### src/rtl/rng_chaos_sampler.sv
// rng_chaos_sampler
//   Wishbone-side sequencer for the rng_chaos core. While enabled it releases
//   the core from reset, discards a programmable number of warm-up cycles and
//   then takes one whitened 32-bit word from x/y/z every INTERVAL+1 cycles.
//   Words are queued in a small FIFO that firmware drains through DATA.
//
// Ports
//   wb_clk_i, wb_rst_i   sole clock, synchronous active-high reset
//   wbs_*                Wishbone classic slave (one wait state per access)
//   core_rst_no          rng_chaos reset, low while IDLE
//   core_x_i/y_i/z_i     rng_chaos state outputs
//   irq_o                data-available interrupt (IRQ_EN & FIFO not empty)
//
// Register map (word address = wbs_adr_i[3:2])
//   0 CTRL   [0] EN, [1] IRQ_EN, [2] FLUSH (write-only strobe, reads 0)
//   1 TIMING [CNT_W-1:0] WARMUP, [16+CNT_W-1:16] INTERVAL
//   2 STATUS [0] empty, [1] full, [2] overflow (W1C), [9:8] state, [20:16] level
//   3 DATA   read pops FIFO head (0 when empty); writes ignored

module rng_chaos_sampler #(
  parameter int DEPTH = 4,
  parameter int CNT_W = 16
) (
  input  logic        wb_clk_i,
  input  logic        wb_rst_i,
  input  logic        wbs_stb_i,
  input  logic        wbs_cyc_i,
  input  logic        wbs_we_i,
  input  logic [3:0]  wbs_sel_i,
  input  logic [31:0] wbs_dat_i,
  input  logic [31:0] wbs_adr_i,
  output logic        wbs_ack_o,
  output logic [31:0] wbs_dat_o,
  output logic        core_rst_no,
  input  logic [31:0] core_x_i,
  input  logic [31:0] core_y_i,
  input  logic [31:0] core_z_i,
  output logic        irq_o
);

  localparam int AW = (DEPTH > 1) ? $clog2(DEPTH) : 1;
  localparam int LW = AW + 1;
  localparam logic [15:0] HALF_MASK = 16'((32'd1 << CNT_W) - 32'd1);
  localparam logic [31:0] TIMING_MASK = {HALF_MASK, HALF_MASK};

  localparam logic [1:0] REG_CTRL   = 2'd0;
  localparam logic [1:0] REG_TIMING = 2'd1;
  localparam logic [1:0] REG_STATUS = 2'd2;
  localparam logic [1:0] REG_DATA   = 2'd3;

  typedef enum logic [1:0] {
    ST_IDLE = 2'd0,
    ST_WARM = 2'd1,
    ST_RUN  = 2'd2
  } state_t;

  // Registers
  state_t            state_q, state_d;
  logic [CNT_W-1:0]  cnt_q, cnt_d;
  logic              ack_q, ack_d;
  logic              ctrl_en_q, ctrl_en_d;
  logic              ctrl_irq_en_q, ctrl_irq_en_d;
  logic [31:0]       timing_q, timing_d;
  logic              overflow_q, overflow_d;
  logic              core_rst_n_q, core_rst_n_d;
  logic              irq_q, irq_d;
  logic [LW-1:0]     wr_ptr_q, wr_ptr_d;
  logic [LW-1:0]     rd_ptr_q, rd_ptr_d;
  logic [31:0]       mem_q [DEPTH];

  // Bus decode; side effects are taken on the ack cycle only.
  logic        bus_acc, bus_wr, bus_rd;
  logic [1:0]  reg_sel;
  logic [31:0] timing_wr;
  logic [31:0] rd_data;
  logic        unused_adr;

  assign bus_acc = ack_q & wbs_stb_i & wbs_cyc_i;
  assign bus_wr  = bus_acc & wbs_we_i;
  assign bus_rd  = bus_acc & ~wbs_we_i;
  assign reg_sel = wbs_adr_i[3:2];
  assign unused_adr = ^{wbs_adr_i[31:4], wbs_adr_i[1:0]};

  // Per-byte merge of a TIMING write.
  for (genvar gi = 0; gi < 4; gi++) begin : g_timing_byte
    assign timing_wr[gi*8 +: 8] =
      (bus_wr && reg_sel == REG_TIMING && wbs_sel_i[gi]) ? wbs_dat_i[gi*8 +: 8]
                                                         : timing_q[gi*8 +: 8];
  end

  // FIFO status
  logic [LW-1:0] level;
  logic          empty, full;
  logic [31:0]   head;
  logic [31:0]   sample;
  logic          push, pop, flush, push_ok, ovf_clr;

  assign level = wr_ptr_q - rd_ptr_q;
  assign empty = (level == '0);
  assign full  = (level == LW'(DEPTH));
  assign head  = empty ? 32'd0 : mem_q[rd_ptr_q[AW-1:0]];

  // Whitening: x xor y rotated by 16 xor z rotated right by 8.
  assign sample = core_x_i ^ {core_y_i[15:0], core_y_i[31:16]}
                           ^ {core_z_i[7:0], core_z_i[31:8]};

  assign pop     = bus_rd & (reg_sel == REG_DATA) & ~empty;
  assign flush   = bus_wr & (reg_sel == REG_CTRL) & wbs_sel_i[0] & wbs_dat_i[2];
  assign ovf_clr = bus_wr & (reg_sel == REG_STATUS) & wbs_sel_i[0] & wbs_dat_i[2];
  // A pop in the same cycle frees the slot, so a full FIFO still accepts.
  assign push_ok = push & ~flush & (~full | pop);

  // Sequencer: IDLE -> WARM (WARMUP+1 cycles) -> RUN (push every INTERVAL+1).
  always_comb begin
    state_d = state_q;
    cnt_d   = cnt_q;
    push    = 1'b0;
    case (state_q)
      ST_IDLE: begin
        if (ctrl_en_q) begin
          state_d = ST_WARM;
          cnt_d   = timing_q[CNT_W-1:0];
        end
      end
      ST_WARM: begin
        if (!ctrl_en_q) begin
          state_d = ST_IDLE;
        end else if (cnt_q == '0) begin
          state_d = ST_RUN;
          cnt_d   = timing_q[16 +: CNT_W];
        end else begin
          cnt_d = cnt_q - 1'b1;
        end
      end
      ST_RUN: begin
        if (cnt_q == '0) begin
          push  = 1'b1;
          cnt_d = timing_q[16 +: CNT_W];
        end else begin
          cnt_d = cnt_q - 1'b1;
        end
        if (!ctrl_en_q) begin
          state_d = ST_IDLE;
        end
      end
      default: begin
        state_d = ST_IDLE;
      end
    endcase
  end

  // Register file, FIFO pointers and outputs
  always_comb begin
    ack_d         = wbs_stb_i & wbs_cyc_i & ~ack_q;
    ctrl_en_d     = ctrl_en_q;
    ctrl_irq_en_d = ctrl_irq_en_q;
    if (bus_wr && reg_sel == REG_CTRL && wbs_sel_i[0]) begin
      ctrl_en_d     = wbs_dat_i[0];
      ctrl_irq_en_d = wbs_dat_i[1];
    end
    timing_d = timing_wr & TIMING_MASK;

    wr_ptr_d = wr_ptr_q + LW'(push_ok);
    rd_ptr_d = rd_ptr_q + LW'(pop);
    if (flush) begin
      wr_ptr_d = '0;
      rd_ptr_d = '0;
    end

    // Setting wins over a coincident W1C so a drop is never lost.
    overflow_d = overflow_q & ~ovf_clr;
    if (push && full && !pop && !flush) begin
      overflow_d = 1'b1;
    end

    core_rst_n_d = (state_d != ST_IDLE);
    irq_d        = ctrl_irq_en_q & ~empty;
  end

  always_ff @(posedge wb_clk_i) begin
    if (wb_rst_i) begin
      state_q       <= ST_IDLE;
      cnt_q         <= '0;
      ack_q         <= 1'b0;
      ctrl_en_q     <= 1'b0;
      ctrl_irq_en_q <= 1'b0;
      timing_q      <= '0;
      overflow_q    <= 1'b0;
      core_rst_n_q  <= 1'b0;
      irq_q         <= 1'b0;
      wr_ptr_q      <= '0;
      rd_ptr_q      <= '0;
    end else begin
      state_q       <= state_d;
      cnt_q         <= cnt_d;
      ack_q         <= ack_d;
      ctrl_en_q     <= ctrl_en_d;
      ctrl_irq_en_q <= ctrl_irq_en_d;
      timing_q      <= timing_d;
      overflow_q    <= overflow_d;
      core_rst_n_q  <= core_rst_n_d;
      irq_q         <= irq_d;
      wr_ptr_q      <= wr_ptr_d;
      rd_ptr_q      <= rd_ptr_d;
    end
  end

  // FIFO storage has no reset; pointers alone define validity.
  always_ff @(posedge wb_clk_i) begin
    if (!wb_rst_i && push_ok) begin
      mem_q[wr_ptr_q[AW-1:0]] <= sample;
    end
  end

  // Read mux reflects the state of the ack cycle, matching the pop it causes.
  always_comb begin
    rd_data = 32'd0;
    case (reg_sel)
      REG_CTRL:   rd_data = {30'd0, ctrl_irq_en_q, ctrl_en_q};
      REG_TIMING: rd_data = timing_q;
      REG_STATUS: rd_data = {11'd0, 5'(level), 6'd0, state_q, 5'd0,
                             overflow_q, full, empty};
      REG_DATA:   rd_data = head;
      default:    rd_data = 32'd0;
    endcase
  end

  assign wbs_ack_o   = ack_q;
  assign wbs_dat_o   = bus_rd ? rd_data : 32'd0;
  assign core_rst_no = core_rst_n_q;
  assign irq_o       = irq_q;

endmodule

### config.mk
export PLATFORM = sky130hd
export DESIGN_NAME = rng_chaos_sampler
export DESIGN_NICKNAME = d
export VERILOG_FILES = /design/src/rtl/rng_chaos_sampler.sv
export SDC_FILE = /design/constraint.sdc
export NUM_CORES = 1
export LEC_CHECK = 0
export ABC_CLOCK_PERIOD_IN_PS = 6300
export CAP_MARGIN = 20
export CORE_MARGIN = 2
export CORE_UTILIZATION = 35
export DETAILED_ROUTE_END_ITERATION = 7
export SYNTH_ARGS = -nofsm -noshare
export SYNTH_HDL_FRONTEND = slang
export SYNTH_SLANG_ARGS = --single-unit
### constraint.sdc
create_clock -name wb_clk_i -period 6.3 [get_ports wb_clk_i]
set_input_delay 1.26 -clock wb_clk_i [delete_from_list [all_inputs] [get_ports wb_clk_i]]
set_output_delay 1.26 -clock wb_clk_i [all_outputs]
set_load 0.005 [all_outputs]
==> impl_results.md <==
- Placed cell count: around 1100
- RSZ-0062 raised after global routing: false
- Crit path buf inv count: 3
- Synth top area cells: edfxtp_1 (44%), dfxtp_1 (14%), mux4_2 (8.3%), xnor2_1 (7.4%), a21oi_1 (3.1%)
- Min cycle time layout: 5050 ps
- Core area: 24300 sq um
- Yosys reg bits: 190
- Worst IR drop on VDD: about 0.16 mV
- Final Instance Area: 11400 sq um
- CP Cell Sequence: clkdlybuf4s50_1 > nand4b_1 > or2_2 > nor2_2 > buf_4 > a22o_1 > clkdlybuf4s50_1
- CP endpoint kind: primary output
- Pre-CTS WS: 1210 ps
- Fin. max-slew vios: 0
- RR Startpoint: cnt_q[0]
- Initial antenna violation count: 0
- CTS tree: built
- Max cap viols: 0
- Setup TNS: 0 ps
- Post-Layout Cell Count: ~1200
- Clock latency on the worst-skew pair: 430 ps
- Longest Clk Path Bufs: 2
- DP Area: 10800 sq um
- Hold Crit Class: reg2reg
- CP peak stage delay: 520 ps
- CTS buffer count: 17
- PortBufs: about 170
- Layout area overhead: 31.6%
- Worst hold stages: 2
- Detailed Route Iter0 Violations: 344
- NumNets Final: 1023
- Post-synth top flop: edfxtp_1
- Critical path's slowest cell: clkdlybuf4s50_1
- R2r worst-path depth: 8
- Post-synthesis instance total: 672
- Most common cell type on the critical path: clkdlybuf4s50_1
- DR vias/cell: between 5 and 6
- Slew @ Worst Pin: 1110 ps
- Final worst-path cycle share: 80.1%
- FF-to-FF End: mem_q[0][27]
- Final Worst Setup Slack: 1250 ps
- Final WL: 22300 um
- CTS-repair resized insts: 0
- Yosys warns: 0
- Crit start category: input pin
- Filler instances: approximately 2200
- Most frequent cells after synthesis: edfxtp_1 (128), xnor2_1 (73), dfxtp_1 (62)
- Final setup violation count: 0
- Crit path DAT: 3790 ps
- PwrDens: roughly 230 nW/um^2
- Largest net degree at the start of global routing: 61
- Async SR Flop Fraction: 0%
- EDFF count, synth: approximately 130
- Mean Syn Cell Area: ~13 sq um
- Drt first pass iters: 5
- Crit-path max FO: 23
- Setup slack, reg-to-reg: 2980 ps
- Drt drc: 0
- Synth Cell Area: 8650 sq um
- Critical path's top delay family: buffers and inverters
- Die Wd: 161 um
- Slew HR: roughly 25%
- Wire per inst: ~19 um
- Yosys cell types: 54
- Setup Skew: 7.62 ps
- Seq/Total Area, Yosys: 58.8%
- CTS Sinks: 190
- GPL Wtd Cong: around 0.84
- Die area: 26000 sq um
- Req. time, crit path: roughly 5000 ps
- Crit Path Class: in2out
- Post-CTS Hold Fix Bufs: 0
- Die Y: ~160 um
- Total track usage: 17.4%
- Syn nets: ~850
- Fmax: 198 MHz
- Yosys top cell by area: edfxtp_1
- IO Pins: around 200
- Top-area cell type share of the netlist area: 44.5%
- Global route overflow: 0
- DRT antenna net count: 0
- Site row count: 57
- Most common cell in the synthesized netlist: edfxtp_1
- Final-report hold violation count: 0
- Postcts setup bufs: 0
- Layout cell share with drive strength beyond 1: 11.0%
- Status: finished clean
- P_leak: 3.60 nW
- Clock Pin Slew Worst Setup and Hold Paths: 70 ps
- Starting Density: a little over a third
- DP HPWL: roughly 16000 um
- Vias in the first global route: around 6000
- Hold endpoint: timing_q[0]
- Routed vias: 6071
- Min-Delay Startpoint: timing_q[0]
- H-tree depth: 4
- Ant. Diodes: 0
- Clk Tree Root Cell: clkbuf_16
- Global-route wire length before repair: 34200 um
-- routing by layer --
metal | vias up | global-route usage, % | share of wire, %
li1 | 2905 | - | -
met1 | 2975 | 22.8 | 43
met2 | 165 | 29.9 | 51
met3 | 26 | 2.75 | 4.0
met4 | 0 | 5.28 | 1.9
met5 | - | 0 | 0
-- worst min-delay path, stage by stage, from the launching register on --
cell and delay (ps):
dfxtp_1 310, nand2_1 50, a21oi_1 50
-- through the flow --
stage / total power (W) / util (%) / hold WS (ps)
after global placement: 0.00158 / 44.3 / 443
after detailed placement: 0.00158 / 44.3 / 446
final: 0.00262 / 46.8 / 456
after floorplan: 0.00146 / - / 432
after global routing: 0.00271 / 46.8 / 484
after CTS: 0.00264 / 46.8 / 457
-- cells in the final DEF (no fill, tap or decap), types with 5 or more instances in the layout --
cell and count:
mux4_2 32, nor2_1 27, ha_1 10, a311oi_1 5
nand3_1 40, and3_1 8, nor3_1 7, a211oi_1 10
a21oi_1 53, dfxtp_1 61, buf_4 18, clkbuf_16 17
a22o_1 24, nand2_1 54, o21ai_0 14, inv_1 10
clkdlybuf4s50_1 172, xnor2_1 73, o2bb2ai_1 6, edfxtp_1 128
-- flip-flops by register name, indices dropped and copies added (netlist names) --
register       count
mem_q            128
timing_q          32
cnt_q             16
rd_ptr_q           3
wr_ptr_q           3
state_q            2
core_rst_no        1
ctrl_en_q          1
ctrl_irq_en_q      1
irq_o              1
overflow_q         1
wbs_ack_o          1
-- cell type report --
| class | count | area [sq um] | area share [%] |
|---|---|---|---|
| flip-flops and latches | 190 | 5090 | 44.7 |
| clock buffers | 17 | 425 | 3.74 |
| well taps | 324 | 405 | 3.56 |
| repair buffers | 191 | 1860 | 16.4 |
| clock inverters | 15 | 164 | 1.44 |
| multi-input cells | 433 | 3390 | 29.8 |
| inverters | 10 | 37.5 | 0.330 |
-- worst max-delay path by stage --
stage / from / endpoint / slack (ps) / cells after the start
floorplan: wbs_we_i / mem_q[0][0] / 460 / 5
global placement: wbs_cyc_i / wbs_dat_o[27] / 1200 / 7
detailed placement: wbs_cyc_i / wbs_dat_o[27] / 1210 / 7
CTS: wbs_cyc_i / wbs_dat_o[27] / 1200 / 7
global route: wbs_cyc_i / wbs_dat_o[30] / 1030 / 7
finish: wbs_cyc_i / wbs_dat_o[24] / 1250 / 7
-- report_power, final --
part / total (W) / internal (W) / switching [W]
Combinational: 0.000196 / 0.000112 / 0.0000831
Clock: 0.00107 / 0.000565 / 0.000504
Sequential: 0.00136 / 0.00136 / 0.000000752
-- cell families (layout without fill, tap and decap cells) --
group / count (synthesis) / count (layout) / share of synthesized area (%)
XOR/XNOR: 75 / 75 / 7.60
AND/OR/NAND/NOR: 173 / 173 / 10.3
multiplexers: 33 / 33 / 8.45
adder cells (fa/ha/maj): 11 / 11 / 1.68
buffers and inverters: 49 / 233 / 2.24
AO/OA/AOI/OAI: 141 / 141 / 11.0
flip-flops: 190 / 190 / 58.8
Power figures use the tool's default switching activity.
